===== src/rtl/vram_pkg.sv =====
// +------------------------------------------------------------------+
// | vram_pkg: shared types and defaults for the video-RAM arbiter.    |
// | Revision: 1.0                                                     |
// +------------------------------------------------------------------+
`default_nettype none

package vram_pkg;

    localparam int VRAM_AW = 16;

    typedef enum logic [1:0] {
        FILL_IDLE = 2'd0,
        FILL_RUN  = 2'd1
    } fill_state_t;

    // Default-width layout of one buffered CPU write as packed into the FIFO.
    typedef struct packed {
        logic [VRAM_AW-1:0] addr;
        logic [7:0]         data;
    } wr_req_t;

endpackage

`default_nettype wire


===== src/rtl/vram_wr_fifo.sv =====
// +------------------------------------------------------------------+
// | vram_wr_fifo: synchronous show-ahead FIFO, count-based flags.     |
// | Revision: 1.0                                                     |
// +------------------------------------------------------------------+
`default_nettype none

module vram_wr_fifo #(
    parameter int DEPTH = 4,
    parameter int DW    = 24
) (
    input  logic          clk,
    input  logic          rst,
    input  logic          i_push,
    input  logic [DW-1:0] i_push_data,
    input  logic          i_pop,
    output logic [DW-1:0] o_head,
    output logic          o_full,
    output logic          o_empty
);

    localparam int c_pw = (DEPTH > 1) ? $clog2(DEPTH) : 1;
    localparam int c_cw = c_pw + 1;

    logic [DW-1:0]   r_mem [DEPTH];
    logic [c_pw-1:0] r_wr_ptr;
    logic [c_pw-1:0] r_rd_ptr;
    logic [c_cw-1:0] r_count;
    logic            w_do_push;
    logic            w_do_pop;

    assign o_full    = (r_count == c_cw'(DEPTH));
    assign o_empty   = (r_count == '0);
    assign o_head    = r_mem[r_rd_ptr];
    assign w_do_push = i_push && !o_full;
    assign w_do_pop  = i_pop && !o_empty;

    // Storage carries no reset; only pointers and count define validity.
    always_ff @(posedge clk) begin
        if (w_do_push) begin
            r_mem[r_wr_ptr] <= i_push_data;
        end
    end

    always_ff @(posedge clk) begin
        if (rst) begin
            r_wr_ptr <= '0;
            r_rd_ptr <= '0;
            r_count  <= '0;
        end else begin
            if (w_do_push) begin
                r_wr_ptr <= r_wr_ptr + 1'b1;
            end
            if (w_do_pop) begin
                r_rd_ptr <= r_rd_ptr + 1'b1;
            end
            case ({w_do_push, w_do_pop})
                2'b10:   r_count <= r_count + 1'b1;
                2'b01:   r_count <= r_count - 1'b1;
                default: r_count <= r_count;
            endcase
        end
    end

endmodule

`default_nettype wire


===== src/rtl/vram_arbiter.sv =====
// +------------------------------------------------------------------+
// | vram_arbiter: display/CPU/fill arbitration of a single-port VRAM. |
// | Fill engine built only when VRAM_FILL_EN is defined.              |
// | Revision: 1.0                                                     |
// +------------------------------------------------------------------+
`default_nettype none

module vram_arbiter
    import vram_pkg::*;
#(
    parameter int FIFO_DEPTH = 4,
    parameter int AW         = VRAM_AW
) (
    input  logic          pixclk,
    input  logic          reset,
    input  logic          disp_active,
    input  logic [AW-1:0] disp_abus,
    output logic [7:0]    disp_dbus,
    input  logic [AW-1:0] cpu_addr,
    input  logic [7:0]    cpu_data,
    input  logic          cpu_wr_valid,
    output logic          cpu_wr_ready,
    input  logic          fill_start,
    input  logic [AW-1:0] fill_base,
    input  logic [AW-1:0] fill_len,
    input  logic [7:0]    fill_value,
    output logic          fill_busy,
    output logic [AW-1:0] ram_addr,
    output logic [7:0]    ram_wdata,
    output logic          ram_we,
    input  logic [7:0]    ram_rdata
);

    localparam int c_dw = AW + 8;

    logic            w_full;
    logic            w_empty;
    logic            w_push;
    logic            w_pop;
    logic [c_dw-1:0] w_head;
    logic            w_fill_req;
    logic [AW-1:0]   w_fill_addr;
    logic [7:0]      w_fill_value;

    assign w_push       = cpu_wr_valid && !w_full;
    assign w_pop        = !disp_active && !w_empty && !reset;
    assign cpu_wr_ready = !w_full;
    assign disp_dbus    = ram_rdata;

    vram_wr_fifo #(
        .DEPTH (FIFO_DEPTH),
        .DW    (c_dw)
    ) u_wr_fifo (
        .clk         (pixclk),
        .rst         (reset),
        .i_push      (w_push),
        .i_push_data ({cpu_addr, cpu_data}),
        .i_pop       (w_pop),
        .o_head      (w_head),
        .o_full      (w_full),
        .o_empty     (w_empty)
    );

`ifdef VRAM_FILL_EN
    fill_state_t   r_state;
    logic [AW-1:0] r_fill_addr;
    logic [AW-1:0] r_fill_left;
    logic [7:0]    r_fill_value;
    logic          r_fill_busy;
    logic          w_fill_go;

    // The state lingers one cycle in FILL after the last write, so busy covers len+1 cycles.
    assign w_fill_req   = (r_state == FILL_RUN) && (r_fill_left != '0);
    assign w_fill_go    = w_fill_req && !disp_active && w_empty;
    assign w_fill_addr  = r_fill_addr;
    assign w_fill_value = r_fill_value;
    assign fill_busy    = r_fill_busy;

    always_ff @(posedge pixclk) begin
        if (reset) begin
            r_state      <= FILL_IDLE;
            r_fill_busy  <= 1'b0;
            r_fill_addr  <= '0;
            r_fill_left  <= '0;
            r_fill_value <= '0;
        end else begin
            case (r_state)
                FILL_IDLE: begin
                    if (fill_start && (fill_len != '0)) begin
                        r_fill_addr  <= fill_base;
                        r_fill_left  <= fill_len;
                        r_fill_value <= fill_value;
                        r_fill_busy  <= 1'b1;
                        r_state      <= FILL_RUN;
                    end
                end
                FILL_RUN: begin
                    if (r_fill_left == '0) begin
                        r_fill_busy <= 1'b0;
                        r_state     <= FILL_IDLE;
                    end else if (w_fill_go) begin
                        r_fill_addr <= r_fill_addr + 1'b1;
                        r_fill_left <= r_fill_left - 1'b1;
                    end
                end
                default: begin
                    r_fill_busy <= 1'b0;
                    r_state     <= FILL_IDLE;
                end
            endcase
        end
    end
`else
    logic w_fill_unused;

    assign w_fill_unused = ^{fill_start, fill_base, fill_len, fill_value};
    assign w_fill_req    = 1'b0;
    assign w_fill_addr   = '0;
    assign w_fill_value  = '0;
    assign fill_busy     = 1'b0;
`endif

    // Display owns the RAM outright; buffered CPU writes beat the fill engine.
    always_comb begin
        ram_addr  = disp_abus;
        ram_wdata = '0;
        ram_we    = 1'b0;
        if (!disp_active) begin
            if (!w_empty) begin
                ram_addr  = w_head[c_dw-1:8];
                ram_wdata = w_head[7:0];
                ram_we    = !reset;
            end else if (w_fill_req) begin
                ram_addr  = w_fill_addr;
                ram_wdata = w_fill_value;
                ram_we    = !reset;
            end
        end
    end

endmodule

`default_nettype wire


===== config.mk =====
export PLATFORM = sky130hd
export DESIGN_NAME = vram_arbiter
export DESIGN_NICKNAME = d
export VERILOG_FILES = /design/src/rtl/vram_pkg.sv /design/src/rtl/vram_wr_fifo.sv /design/src/rtl/vram_arbiter.sv
export SDC_FILE = /design/constraint.sdc
export NUM_CORES = 1
export LEC_CHECK = 0
export CORE_ASPECT_RATIO = 0.8
export CORE_MARGIN = 2
export CORE_UTILIZATION = 47
export DETAILED_ROUTE_END_ITERATION = 10
export GPL_ROUTABILITY_DRIVEN = 0
export HOLD_SLACK_MARGIN = 0.06
export PLACE_DENSITY = 0.8
export SYNTH_ARGS = -nofsm -noshare
export SYNTH_HDL_FRONTEND = slang
export SYNTH_SLANG_ARGS = --single-unit

===== constraint.sdc =====
create_clock -name pixclk -period 2.94 [get_ports pixclk]
set_input_delay 0.441 -clock pixclk [delete_from_list [all_inputs] [get_ports pixclk]]
set_output_delay 0.441 -clock pixclk [all_outputs]
set_load 0.05 [all_outputs]

Word level (Yosys, flattened, before mapping). Memories as Yosys holds them, arrays and structs flattened. A register that Yosys moved wholly into a read port is not among the register bits. Cells that the tools add are included.

Register bits: 7. Memory bits (writable): 96. Input bits: 93. Output and inout port bits: 35. Logic and storage cells: 33. Memories kept: 1.

$add $sub $neg: 4. Eq/ne operators: 3. Muxes and demuxes: 11. Reduce and logical (&&, ||, !) cells: 11.

Memories: u_wr_fifo.r_mem (depth 4, bits a word 24, read ports 1, clocked after memory_dff 1, write ports 1, RTL line vram_wr_fifo.sv:24) `logic [DW-1:0] r_mem [DEPTH];`.

Operator list (count): $mux 16 (2); $mux 8 (2); $pmux 3 s2 (1); $logic_and 1x1->1 (5); $add 2x1->2 const B (2); $logic_not 1->1 (4); $mux 1 (4); $mux 2 (2); $add 3x1->3 const B (1); $eq 3x3->1 const B (1); $logic_not 3->1 (1); $sub 3x1->3 const B (1); $eq 2x1->1 const B (1); $eq 2x2->1 const B (1); $reduce_bool 2->1 (1).

Logic depth before layout (Yosys ltp). Gate-level depths: netlist of run 1.

Depth in word-level cells: 7. Depth in mapped cells: 9. Gate-level depth less buffers: 8.

Modules after synthesis. From an unflattened synthesis of run 1, not the netlist that was laid out.

Cells, all modules: 221. Area, all modules: 4388.0 µm².

Modules (own cells, without submodules): vram_wr_fifo (instances 1, cells an instance 180, area an instance 3978.8 µm², sequential area each 3062.9 µm²); vram_arbiter (instances 1, cells an instance 41, area an instance 409.1 µm², sequential area each 0.0 µm²).

Worst setup path after synthesis of run 1. Ideal clock, no wire load.

Path type: register to register. Start point: register u_wr_fifo.r_count[2]. End point: register u_wr_fifo.r_count[2]. Setup time: 0.071 ns. Arrival time: 2.198 ns. Required time: 2.869 ns. Setup slack: 0.671 ns. Stages on the path, launching flop included: 10. Buffers on the path: 1. Clock period less this slack: 2.269 ns. Cell sequence: dfxtp_1 -> or3b_1 -> buf_2 -> nand2_1 -> ha_1 -> inv_1 -> fa_1 -> xor2_1 -> or3_1 -> a21oi_1.

Elaborated cells between the ends (all ways): 15. Those cells by class: add/sub (2); eq/ne (3); mux (1); reduce/logical (9).

RTL lines: start: declaration (RTL line vram_wr_fifo.sv:27) `logic [c_cw-1:0] r_count;`; start signal: assignment (RTL line vram_wr_fifo.sv:57) `2'b10: r_count <= r_count + 1'b1;`; start signal: assignment (RTL line vram_wr_fifo.sv:58) `2'b01: r_count <= r_count - 1'b1;`; start signal: assignment (RTL line vram_wr_fifo.sv:59) `default: r_count <= r_count;`; $eq 3x3->1 (*) (RTL line vram_wr_fifo.sv:31) `assign o_full = (r_count == c_cw'(DEPTH));`; $logic_not 1->1 (*); net cpu_wr_ready (RTL line vram_arbiter.sv:22) `output logic cpu_wr_ready,`; $logic_and 1x1->1 (RTL line vram_arbiter.sv:45) `assign w_push = cpu_wr_valid && !w_full;`; $logic_and 1x1->1 (*) (RTL line vram_wr_fifo.sv:34) `assign w_do_push = i_push && !o_full;`; $eq 2x1->1 or $eq 2x2->1 (tied branches) (RTL line vram_wr_fifo.sv:56) `case ({w_do_push, w_do_pop})`; $pmux 3 s2 or $reduce_bool 2->1 (tied branches).

The timed path passes the listed nets; every way through them passes the cells marked *. A chain may end at the register's enable or synchronous reset.

Worst setup path in the final report of run 1.
Start point: input port disp_active. End point: output port ram_we.

Longest elaborated chain between the ends: 1.

Ends and longest elaborated chain: start: declaration (RTL line vram_arbiter.sv:16) `input logic disp_active,`; $mux 1 (RTL line vram_arbiter.sv:128) `if (!disp_active) begin`; end: declaration (RTL line vram_arbiter.sv:30) `output logic ram_we,`.

Every way passes these cells.

==> impl_metrics.yaml, run 1 <==
logic_synthesis:
  ys_seq_area_frac: 0.6996
  synth-compound-area-share: 0.01543
  avgSynthCellArea_um2: 20.08
  synth_xor_area_frac: 0.004001
  synth-edff-count: 96
  synthAdderAreaFrac: 0.01886
  synthMuxAreaShare: 0.1852
  syn_area_um2: 4378
  ys_warn_count: 0
  ys_types: 32
  syn-num-nets: 317
  ys_seq_elements: 105
  ys.flop_type: "edfxtp_1"
  synth_top_family_by_area: "multiplexers"
  synth-simple-area-share: 0.03687
  synth_cells: 218
  async_flop_share: 0
timing:
  fin_skew_ps: 6.045
  post-route-worst-setup-slack_ps: 422.4
  layout_min_cycle_time_ps: 2518
  slew_headroom: 0.6687
  fin_tns_setup_ps: 0
  finalHoldViolations: 0
  setup_viol: 0
  fmax_ghz: 0.3972
  hold-worst-slack_ps: 526.6
  worst_pin_slew_ps: 495.5
  drv_slew: 0
  rsz0062_at_grt: "no"
  period_share: 0.8563
cells_and_area:
  multi_input_area_um2: 1149
  drive_gt1_frac: 0.2852
  layout.nets: 392
  post-route-util: 0.6267
  diodes: 0
  nFillCells: 669
  seq_area_um2: 3064
  syn_to_final_growth_pct: 29.38
cts:
  clk_latency_ps: 340
  cts.reportedPaths.clkPinSlew_ps: 70
  hold_buffers: 0
  cts-resized-gates: 0
  cts-root-buf: "clkbuf_16"
  cts_max_level: 3
  numCtsBuffers: 9
  cts.sinks: 105
  cts_setup_buffers: 0
  clock_path_buffers: 2
  cts_tree: "yes"
critical_path:
  crit_path_start_kind: "primary input"
  cpPeakStageDelay_ps: 830
  worstRegToRegCells: 8
  crit_top_cell: "clkdlybuf4s50_1"
  worstPathCellList: "clkdlybuf4s50_1 > nor3_1 > clkdlybuf4s50_1"
  path_buf_inv: 2
  end_kind: "output port"
  r2r_slack_ps: 630
  r2r-end: "u_wr_fifo.r_count[2]"
  r2r_start: "u_wr_fifo.r_count[2]"
  crit_arrival_ps: 2080
  worst-path-max-fanout: 7
  cp_top_family: "buffers and inverters"
  slowest_stage: "clkdlybuf4s50_1"
  path_class: "in -> out"
  required_ps: 2500
detailed_routing:
  num_vias: 2214
  drt-pass1-iter-count: 4
  drt-total-wl_um: 7480
  ant_nets: 0
  route.detailed.drc: 0
  drt-initial-drc-count: 73
  via_per_inst: 5.361
  wl_per_cell_um: 18.11
floorplan:
  io_pins: 128
  start_util: 0.4844
  design.core.area_um2: 9037
  fp-row-count: 31
  dieWidth_um: 111.9
  dieArea_um2: 10110
  die_y_um: 90.33
power_and_ir_drop:
  pwr-share-clk: 0.272
  power_density_nw_per_um2: 706.3
  combPwrFrac: 0.286
  cellInternalPower_w: 0.002877
  ir_drop_uv: 507.0
  seq_power_share: 0.441
  switching_power_w: 0.001124
  p_leak_nw: 1.969
  p_sw_frac: 0.2810
placed_design:
  detailedPlace.worstSlack_ps: 388.7
  portBuffers: 69
  dpl.hpwl_um: 5094
global_route:
  grt_use_total: 0.1564
  grt_antenna_before_repair: 0
  first_global_vias: 2255
  grt_max_degree: 19
  grt_overflow: 0
  grt_pass1_wl_um: 11870
worst_hold_path:
  whs_path_depth: 2
  min_from: "u_wr_fifo.r_rd_ptr[1]"
  hp-class: "reg -> reg"
job:
  cap_violations: 0
run_status:
  outcome: "complete, no violations"
==> worst max-delay path by stage <==
stage | startpoint | to | slack, ps | cells after the start
after CTS | register | ram_addr[2] | 380 | 4
after floorplan | u_wr_fifo.r_count[2] | u_wr_fifo.r_count[2] | 670 | 9
after global routing | register | ram_addr[2] | 340 | 4
after detailed placement | disp_active | u_wr_fifo.r_count[2] | 390 | 8
final | disp_active | ram_we | 420 | 3
after global placement | disp_active | u_wr_fifo.r_count[2] | 430 | 8
==> flip-flops by register name, summed over array words and instances (netlist names), named ones only <==
signal	flops
u_wr_fifo.r_mem	96
u_wr_fifo.r_count	3
u_wr_fifo.r_rd_ptr	2
u_wr_fifo.r_wr_ptr	2
==> cells in the final DEF (no fill, tap or decap), types with 3 or more instances in the layout <==
master / instances
edfxtp_1: 96
mux4_1: 12
buf_12: 21
nor2_1: 3
and2_1: 8
inv_1: 6
ha_1: 5
buf_4: 18
mux2_2: 4
clkdlybuf4s50_1: 45
mux4_2: 12
dfxtp_1: 8
a21oi_1: 7
mux2_4: 12
and3_1: 4
clkbuf_16: 9
==> layer usage <==
metal | track usage | vias to the layer above | part of all wire
li1 | - | 1013 | -
met1 | 0.1965 | 1126 | 0.42
met2 | 0.2606 | 70 | 0.52
met3 | 0.04765 | 5 | 0.057
met4 | 0.05350 | 0 | 0.0071
met5 | 0 | - | 0
==> power by group through the flow <==
stage                     Clock, W  Combinational, W  Sequential (W)
after floorplan                  0          0.000743         0.00178
after global placement           0           0.00115         0.00179
after detailed placement         0           0.00116         0.00180
after CTS                  0.00112           0.00116         0.00177
after global routing       0.00118           0.00120         0.00177
final                      0.00109           0.00115         0.00176
==> cell families (layout without fill, tap and decap cells) <==
| family | Yosys count | after routing |
|---|---|---|
| flip-flops | 105 | 105 |
| multiplexers | 40 | 40 |
| AND/OR/NAND/NOR | 26 | 26 |
| buffers and inverters | 26 | 106 |
| AO/OA/AOI/OAI | 12 | 12 |
| adder cells (fa/ha/maj) | 6 | 6 |
| XOR/XNOR | 2 | 2 |
| other | 1 | 1 |
==> tightest hold or removal path, stage by stage, from the launching register on <==
cell	delay, ps
dfxtp_1	310
o31ai_1	60
a21oi_1	90
==> final cells by class <==
class | instances | area share
Clock buffer | 9 | 0.03976
Clock inverter | 7 | 0.009499
Inverter | 6 | 0.003976
Multi-Input combinational cell | 87 | 0.2028
Sequential cell | 105 | 0.5410
Tap cell | 115 | 0.02540
Timing Repair Buffer | 84 | 0.1776
==> synthesized netlist by cell type (2+ instances only) <==
cell | count | area (um^2)
ha_1 | 5 | 62.56
inv_1 | 6 | 22.52
edfxtp_1 | 96 | 2883
buf_2 | 4 | 20.02
mux4_1 | 12 | 315.3
mux2_2 | 4 | 45.04
mux2_4 | 12 | 180.2
or3_1 | 2 | 12.51
buf_6 | 2 | 22.52
buf_4 | 10 | 75.07
nor3_1 | 2 | 10.01
xor2_1 | 2 | 17.52
dfxtp_1 | 9 | 180.2
nor2_1 | 3 | 11.26
a21oi_1 | 7 | 35.03
and2_1 | 8 | 50.05
mux4_2 | 12 | 270.3
nand3_1 | 2 | 10.01
clkbuf_1 | 2 | 7.510
and3_1 | 4 | 25.02
o21ai_0 | 2 | 10.01
a21o_1 | 2 | 15.01
==> per-stage QoR <==
stage,cells,power [W],instance area [um^2]
after floorplan,218,0.002527,4378
after global placement,397,0.002937,5385
after detailed placement,397,0.002959,5385
after CTS,413,0.004052,5664
after global routing,413,0.004154,5664
final,413,0.004001,5664
(Power assumes the default switching activity.)
==> inputs of run 2 (changes only) <==
--- a/config.mk
+++ b/config.mk
@@ -7,11 +7,11 @@
 export LEC_CHECK = 0
 export CORE_ASPECT_RATIO = 0.8
 export CORE_MARGIN = 2
-export CORE_UTILIZATION = 47
+export CORE_UTILIZATION = 29
 export DETAILED_ROUTE_END_ITERATION = 10
 export GPL_ROUTABILITY_DRIVEN = 0
 export HOLD_SLACK_MARGIN = 0.06
-export PLACE_DENSITY = 0.8
+export PLACE_DENSITY = 0.54
 export SYNTH_ARGS = -nofsm -noshare
 export SYNTH_HDL_FRONTEND = slang
 export SYNTH_SLANG_ARGS = --single-unit
==> run 2 against run 1 <==
Via count is 2.3% lower. Utilization decreased by 24 points. Hold slack got worse by 24 ps. Sequential power about the same. Worst setup slack worse by 29 ps. Clock power rose by 6%. Clock-buffer cell count is 4 higher. Sequential share of layout area is 0.90 points lower. Non-clock buffer count is 3 lower. Total power up 1.8%. Final cell count rose by 17%. Die area rose by 59%.
==> impl_metrics.yaml, run 2 (synthesis results as in run 1) <==
run_status:
  outcome: "complete, no violations"
cells_and_area:
  nFillCells: 1343
  diodes: 0
  top_register: "u_wr_fifo.r_mem"
  mostFrequentLayoutCell: "edfxtp_1"
  fin_cells: 484
  final_area_um2: 5761
  largestRegisters: "u_wr_fifo.r_mem x96, u_wr_fifo.r_count x3"
  layout_common_cells: "edfxtp_1, clkdlybuf4s50_1, buf_12"
  drive_gt1_frac: 0.2712
  syn_to_final_growth_pct: 31.58
  largest_reg_flops: 96
  layout.nets: 389
cts:
  cts.reportedPaths.clkPinSlew_ps: 60
  cts_max_level: 3
  cts.sinks: 105
  clock_path_buffers: 2
  cts_setup_buffers: 0
  clk_latency_ps: 330
  numCtsBuffers: 9
  hold_buffers: 0
  cts-root-buf: "clkbuf_16"
  cts-resized-gates: 0
  cts_tree: "yes"
timing:
  layout_min_cycle_time_ps: 2546
  fin_skew_ps: 6.587
  period_share: 0.8661
  fmax_ghz: 0.3927
  setup_viol: 0
  rsz0062_at_grt: "no"
  fin_tns_setup_ps: 0
  drv_slew: 0
  finalHoldViolations: 0
critical_path:
  path_class: "in -> out"
  worstPathCellList: "clkdlybuf4s50_1 > nor3_1 > clkdlybuf4s50_1"
  crit_arrival_ps: 2110
  required_ps: 2500
  crit_path_start_kind: "primary input"
  crit_top_cell: "clkdlybuf4s50_1"
  slowest_stage: "clkdlybuf4s50_1"
  worst-path-max-fanout: 10
  end_kind: "output port"
  cpPeakStageDelay_ps: 830
detailed_routing:
  ant_nets: 0
  drt-initial-drc-count: 110
  via_per_inst: 4.467
  route.detailed.drc: 0
  drt-pass1-iter-count: 4
  wl_per_cell_um: 16.32
  num_vias: 2162
  drt-total-wl_um: 7899
floorplan:
  dieArea_um2: 16100
  die_y_um: 113.9
  design.core.area_um2: 14860
  start_util: 0.2945
  io_pins: 128
  dieWidth_um: 141.4
  fp-row-count: 40
placed_design:
  placed_cell_area_um2: 5468
  dpl.hpwl_um: 5223
  portBuffers: 69
  dp.cells: 468
global_route:
  grt_pass1_wl_um: 12100
  grt_max_degree: 25
  grt_use_total: 0.1026
  grt_antenna_before_repair: 0
  first_global_vias: 2223
  grt_overflow: 0
power_and_ir_drop:
  ir_drop_uv: 307.9
  power_density_nw_per_um2: 707.1
  p_leak_nw: 1.961
job:
  cap_violations: 0
worst_hold_path:
  hp-class: "reg -> reg"
## run 2: changes by cell type in the layout (fill, tap and decap cells not counted), sizes merged
cell    delta
buf        -3
clkbuf     +4
inv        -2
clkinv     -3
bufinv     +1
## run 2: metrics by stage
stage	hold slack, ps	total power (W)	setup slack [ps]	utilization
after floorplan	452.9	0.002527	671.2	-
after global placement	463.3	0.002962	337.9	0.3678
after detailed placement	485.7	0.002973	305.4	0.3678
after CTS	500.8	0.004133	346.6	0.3875
after global routing	526.6	0.004249	291.8	0.3875
final	502.3	0.004074	393.6	0.3875
## run 2: routing by layer
layer / share of wire / wire, um / track usage / up-vias
li1: - / - / - / 1003
met2: 0.46 / 3646 / 0.1563 / 52
met5: 0 / 0 / 0 / -
met4: 0.015 / 121 / 0.03400 / 0
met3: 0.064 / 509 / 0.04030 / 16
met1: 0.46 / 3621 / 0.1350 / 1091
## run 2: report_power, final
group,internal [W],switching (W),leakage [nW]
Sequential,0.00173,0.0000492,0.955
Clock,0.000682,0.000472,0.140
Combinational,0.000572,0.000572,0.866
Total,0.00298,0.00109,1.96
## run 2: final cells by class
| cell class | count | area, um^2 | share of cell area |
|---|---|---|---|
| clock buffers | 13 | 250.2 | 0.04344 |
| clock inverters | 3 | 42.54 | 0.007385 |
| flip-flops and latches | 105 | 3064 | 0.5319 |
| well taps | 189 | 236.5 | 0.04105 |
| repair buffers | 81 | 996.0 | 0.1729 |
| multi-input cells | 87 | 1149 | 0.1994 |
| inverters | 6 | 22.52 | 0.003910 |
## run 2: worst paths after layout
| path | slack, ps | to | start | cells past startpoint |
|---|---|---|---|---|
| hold / removal | 500 | register | u_wr_fifo.r_rd_ptr[1] | 2 |
| hold reg to reg | 500 | register | u_wr_fifo.r_rd_ptr[1] | 2 |
| setup / recovery | 390 | ram_we | reset | 3 |
| setup reg to reg | 580 | u_wr_fifo.r_count[2] | u_wr_fifo.r_count[2] | 8 |
## run 2: worst max-delay path: cells and delay by family
family	cells	cell delay, ps
and+or+nand+nor	1	250
buffers and inverters	2	1420
